File: config.mk
export PLATFORM = sky130hd
export DESIGN_NAME = tone_decoder
export DESIGN_NICKNAME = d
export VERILOG_FILES = /design/src/rtl/tone_decoder.sv
export SDC_FILE = /design/constraint.sdc
export NUM_CORES = 1
export LEC_CHECK = 0
export ABC_AREA = 1
export BUFFER_PORTS_ARGS = -buffer_cell sky130_fd_sc_hd__buf_4
export CAP_MARGIN = 20
export CORE_UTILIZATION = 50
export CTS_BUF_LIST = sky130_fd_sc_hd__clkbuf_8
export DETAILED_ROUTE_END_ITERATION = 8
export PLACE_DENSITY = 0.73
export SLEW_MARGIN = 5
export SYNTH_ARGS = -nofsm -noshare
export SYNTH_HDL_FRONTEND = slang
export SYNTH_SLANG_ARGS = --single-unit
File: constraint.sdc
create_clock -name clk -period 3.96 [get_ports clk]
set_input_delay 0.792 -clock clk [delete_from_list [all_inputs] [get_ports clk]]
set_output_delay 0.792 -clock clk [all_outputs]
set_load 0.05 [all_outputs]
File: src/rtl/tone_decoder.sv
// Measures the period of a square-wave tone and decodes it to one of seven scale notes C4..B4.
// Outputs are registered one clk after the edge-detect cycle; there is no backpressure and the decoder always samples.
module tone_decoder #(
    parameter int CLK_HZ      = 100_000_000,
    parameter int CNT_W       = 22,
    parameter int TIMEOUT_CYC = 2_000_000,
    parameter int STABLE_N    = 3
) (
    input  logic       clk,
    input  logic       rst,
    input  logic       tone_in,
    output logic       note_valid,
    output logic [2:0] note_idx,
    output logic       note_strobe,
    output logic [6:0] lamp_data
);
    localparam int SW = $clog2(STABLE_N + 1);
    localparam int unsigned NOM [7] = '{CLK_HZ / 262, CLK_HZ / 294, CLK_HZ / 330, CLK_HZ / 349,
                                        CLK_HZ / 392, CLK_HZ / 440, CLK_HZ / 494};

    typedef enum logic [1:0] {SILENT, ACQUIRE, LOCKED} state_t;

    state_t          state_q, state_d;
    logic            s1_q, s2_q, s3_q;
    logic [CNT_W-1:0] cnt_q, cnt_d;
    logic [2:0]      cand_q, cand_d;
    logic [SW-1:0]   match_q, match_d;
    logic [SW-1:0]   miss_q, miss_d;
    logic [2:0]      note_q, note_d;
    logic            valid_q, valid_d;
    logic            strobe_q, strobe_d;
    logic [6:0]      lamp_q, lamp_d;
    logic            edge_det;
    logic            timeout;
    logic [2:0]      cls;

    // Scan from the highest note down so the lowest matching index wins on overlap.
    function automatic logic [2:0] classify(input logic [CNT_W-1:0] p);
        int unsigned pw;
        logic [2:0]  c;
        pw = 32'(p);
        c  = 3'd0;
        for (int k = 6; k >= 0; k--) begin
            if (pw >= NOM[k] - (NOM[k] >> 5) && pw <= NOM[k] + (NOM[k] >> 5)) begin
                c = 3'(k + 1);
            end
        end
        return c;
    endfunction

    assign edge_det = s2_q & ~s3_q;
    assign timeout  = (cnt_q == CNT_W'(TIMEOUT_CYC)) && !edge_det;
    assign cls      = classify(cnt_q);

    always_comb begin
        state_d  = state_q;
        cand_d   = cand_q;
        match_d  = match_q;
        miss_d   = miss_q;
        note_d   = note_q;
        valid_d  = valid_q;
        strobe_d = 1'b0;

        if (edge_det) begin
            cnt_d = CNT_W'(1);
        end else if (cnt_q == CNT_W'(TIMEOUT_CYC)) begin
            cnt_d = cnt_q;
        end else begin
            cnt_d = cnt_q + CNT_W'(1);
        end

        case (state_q)
            SILENT: begin
                if (edge_det) begin
                    state_d = ACQUIRE;
                    cand_d  = 3'd0;
                    match_d = '0;
                    miss_d  = '0;
                end
            end
            ACQUIRE, LOCKED: begin
                if (edge_det) begin
                    if (state_q == LOCKED && cls == note_q) begin
                        cand_d  = 3'd0;
                        match_d = '0;
                        miss_d  = '0;
                    end else if (cls != 3'd0) begin
                        if (cls == cand_q) begin
                            match_d = match_q + SW'(1);
                        end else begin
                            cand_d  = cls;
                            match_d = SW'(1);
                        end
                        if (match_d == SW'(STABLE_N)) begin
                            if (state_q == ACQUIRE) begin
                                miss_d = '0;
                            end
                            state_d  = LOCKED;
                            note_d   = cand_d;
                            valid_d  = 1'b1;
                            strobe_d = 1'b1;
                            cand_d   = 3'd0;
                            match_d  = '0;
                        end
                    end else begin
                        cand_d  = 3'd0;
                        match_d = '0;
                        if (state_q == LOCKED) begin
                            miss_d = miss_q + SW'(1);
                            if (miss_d == SW'(STABLE_N)) begin
                                state_d = ACQUIRE;
                                note_d  = 3'd0;
                                valid_d = 1'b0;
                                miss_d  = '0;
                            end
                        end
                    end
                end
            end
            default: state_d = SILENT;
        endcase

        // Silence overrides everything except a coincident edge.
        if (timeout) begin
            state_d  = SILENT;
            cand_d   = 3'd0;
            match_d  = '0;
            miss_d   = '0;
            note_d   = 3'd0;
            valid_d  = 1'b0;
            strobe_d = 1'b0;
        end

        lamp_d = (note_d == 3'd0) ? 7'd0 : (7'd1 << (note_d - 3'd1));
    end

    always_ff @(posedge clk) begin
        if (rst) begin
            state_q  <= SILENT;
            s1_q     <= 1'b0;
            s2_q     <= 1'b0;
            s3_q     <= 1'b0;
            cnt_q    <= '0;
            cand_q   <= 3'd0;
            match_q  <= '0;
            miss_q   <= '0;
            note_q   <= 3'd0;
            valid_q  <= 1'b0;
            strobe_q <= 1'b0;
            lamp_q   <= 7'd0;
        end else begin
            state_q  <= state_d;
            s1_q     <= tone_in;
            s2_q     <= s1_q;
            s3_q     <= s2_q;
            cnt_q    <= cnt_d;
            cand_q   <= cand_d;
            match_q  <= match_d;
            miss_q   <= miss_d;
            note_q   <= note_d;
            valid_q  <= valid_d;
            strobe_q <= strobe_d;
            lamp_q   <= lamp_d;
        end
    end

    assign note_valid  = valid_q;
    assign note_idx    = note_q;
    assign note_strobe = strobe_q;
    assign lamp_data   = lamp_q;
endmodule

==> metrics.md <==
| Metric | Value |
|---|---|
| Largest net degree at the start of global routing | 18 |
| Final Max Slew Viols | 0 |
| Pwr/cell area | 267 mW/mm² |
| Post-DRT Antenna Nets | 0 |
| Sink Count | 46 |
| CTS tree | built |
| Most frequent cells after synthesis | 157 x nand2_1, 118 x nor2_1, 72 x inv_1 |
| Gpl congestion | 1.08 |
| Hold Path Stages | 2 |
| Drt total wl | 14.2 mm |
| WHS | 412 ps |
| Library cells used by synthesis | 39 |
| Slew @ Worst Pin | 571 ps |
| Post-CTS Setup Bufs | 0 |
| YS warnings | 0 |
| Worst-path maximum fanout | 9 |
| Crit path largest cell delay | 620 ps |
| Most frequent cell after synthesis | nand2_1 |
| Rel. slew slack | 0.616 |
| Top cell family by delay on the critical path | simple AND/OR/NAND/NOR gates |
| Nets@finish | 703 |
| Num rows | 32 |
| Final count of hold timing violations | 0 |
| Post-cts repair resize count | 0 |
| Clk pin slew, worst setup/hold paths | 110 ps |
| CP bufs+invs | 2 |
| Most used cell, CP | nand2_1 |
| CTS Buffer Depth | 2 |
| Final Cycle Share | 0.919 |
| Synth top area cells | dfxtp_1 23%, nand2_1 15%, nor2_1 11% |
| Clk root buf | clkbuf_8 |
| Syn-to-layout area delta | 7.58% |
| Total CTS buffers | 5 |
| Status | finished clean |
| Mean Syn Cell Area | 5.91 µm² |
| R2R setup slack | 320 ps |
| #FFs+latches synth | 46 |
| Synthesized instance count | 676 |
| Initial Util | 0.517 |
| DP HPWL | 11.4 mm |
| Layout cells sized above 1 | 0.139 |
| Via count | 4600 |
| Worst EP arrival | 3890 ps |
| Hold crit path type | flop to flop |
| H-tree Lvls | 2 |
| FF-to-FF path depth | 22 |
| Die Span Y | 91.4 µm |
| Avg WL per Cell | 17.9 µm |
| Area of the die | 0.00835 mm² |
| TNS Setup | 0 ps |
| Cell taking the most area after synthesis | dfxtp_1 |
| Crit end category | flop |
| Total track usage | 0.356 |
| DRT iter0 DRCs | 621 |
| Post-synth EDFFs | 0 |
| First-pass GRT wire length | 22.8 mm |
| RSZ-0062 raised after global routing | no |
| Chip width | 91.4 µm |
| Crit path max-delay cell type | dfxtp_1 |
| Via density | 5.81 |
| Core area | 0.00773 mm² |
| Leakage | 1.86 nW |
| Ys flop type | dfxtp_1 |
| IO buf count | 14 |
| Hold EP | s2_q |
| DRC | 0 |
| Syn Nets | 691 |
| First-pass DRT Iterations | 7 |
| Cts hold-fix bufs | 0 |
| Max capacitance violation total | 0 |
| Final setup viols | 0 |
| Crit-path cells | inv_1 > nand2_1 > a21oi_1 > o21ai_0 > nand2_1 > nand2_1 > nand2_1 > nand2_2 > inv_2 > nand2_4 > nand3_1 > nand2_2 > nand4_4 > nand2_4 > nand2_2 > nand2_1 > nand3_1 > ha_1 > ha_1 > nor2_1 > nand2_1 > nor2_1 |
| Element type at the critical path start | flop |
| RR Endpoint | lamp_data[2] |
| Crit Path Class | flop to flop |
| Peak VDD IR | 0.207 mV |
| Final min period | 3640 ps |
| Total gr overflow | 0 |
| Hold path startpoint | s1_q |
| Achievable Freq | 275 MHz |
| Initial antenna violation count | 1 |
| Setup Skew | 14.8 ps |
| Area of the mapped netlist | 0.00399 mm² |
| Worst skew pair latency | 320 ps |
| Vias in the first global route | 4406 |
| Synth top area share | 0.231 |
| R2r startpoint | cnt_q[5] |
| Req. time, crit path | 4210 ps |
| Sequential area share after synthesis | 0.231 |
| Top Ports | 15 |
| Async SR Flop Fraction | 0 |
-- logic make-up after synthesis --
| group | after synthesis | share of synthesized area |
|---|---|---|
| AND/OR/NAND/NOR | 429 | 0.511 |
| buffers and inverters | 109 | 0.113 |
| AO/OA/AOI/OAI | 78 | 0.103 |
| flip-flops | 46 | 0.231 |
| adder cells (fa/ha/maj) | 12 | 0.0376 |
| XOR/XNOR | 2 | 0.00439 |
-- flip-flops by register name, indices dropped and copies added, names as in the netlist --
register / flops
s1_q: 1
note_strobe: 1
cnt_q: 22
note_valid: 1
state_q: 2
lamp_data: 7
cand_q: 3
s3_q: 1
miss_q: 2
s2_q: 1
note_idx: 3
match_q: 2
-- metrics by stage --
step / total power (W) / instance area (µm²) / cells / worst slack (ps) / utilization
6_report: 0.00115 / 4300 / 792 / 320 / 0.556
5_1_grt: 0.00120 / 4300 / 792 / 9.31 / 0.556
4_1_cts: 0.00115 / 4290 / 791 / 457 / 0.556
3_5_place_dp: 0.000763 / 4180 / 783 / 476 / 0.540
3_3_place_gp: 0.000753 / 4180 / 783 / 544 / 0.540
2_1_floorplan: 0.000701 / 3990 / 676 / 1150 / -
-- worst max-delay path by stage --
stage,start,end,slack (ps),cells past startpoint
final,cnt_q[5],lamp_data[2],320,22
after floorplan,cnt_q[0],lamp_data[4],1150,23
after global routing,cnt_q[5],lamp_data[0],9,24
after CTS,cnt_q[0],lamp_data[5],460,23
after global placement,cnt_q[5],lamp_data[3],540,24
after detailed placement,cnt_q[0],lamp_data[5],480,23
-- worst min-delay path: stages (launching register included) --
cell and delay (ps):
dfxtp_1 310, inv_1 40, nor2_1 30
-- final cells by class --
| cell class | count | area [µm²] |
|---|---|---|
| fill | 805 | 3430 |
| clock buffer | 5 | 68.8 |
| clock inverter | 3 | 48.8 |
| tap | 102 | 128 |
| sequential | 46 | 921 |
| multi-input combinational | 521 | 2620 |
| antenna | 1 | 2.50 |
| inverter | 94 | 355 |
| timing repair buffer | 20 | 150 |
-- routing by layer --
layer / wire (µm) / up-vias / track usage
met4: 454 / 0 / 0.139
met3: 1830 / 45 / 0.113
met5: 0 / - / 0
met2: 5920 / 298 / 0.538
met1: 5990 / 2055 / 0.468
li1: - / 2202 / -
-- layout by cell type, fill, tap and decap left out, types with 2 or more instances in the layout --
cell      instances
nand2_1         157
nor2_1          118
inv_1            72
nand3_1          49
dfxtp_1          46
a21oi_1          39
nor3_1           33
o21ai_0          27
buf_4            20
inv_2            19
nand4_1          15
nor2_2           13
nand2_2          12
ha_1             12
nand2_4           6
nor4_1            6
nand3b_1          5
nand3_2           5
clkbuf_8          5
o211ai_1          3
o21ai_1           3
nor2_4            2
clkinv_1          2
nand3_4           2
a31oi_1           2
nand4_4           2
a21oi_2           2
-- where the power goes --
part / switching, W / leakage (nW) / internal (W) / total, W
Clock: 0.000196 / 0.0563 / 0.000193 / 0.000389
Combinational: 0.000180 / 1.43 / 0.0000824 / 0.000263
Sequential: 0.0000162 / 0.372 / 0.000481 / 0.000497
Power figures use the tool's default switching activity.
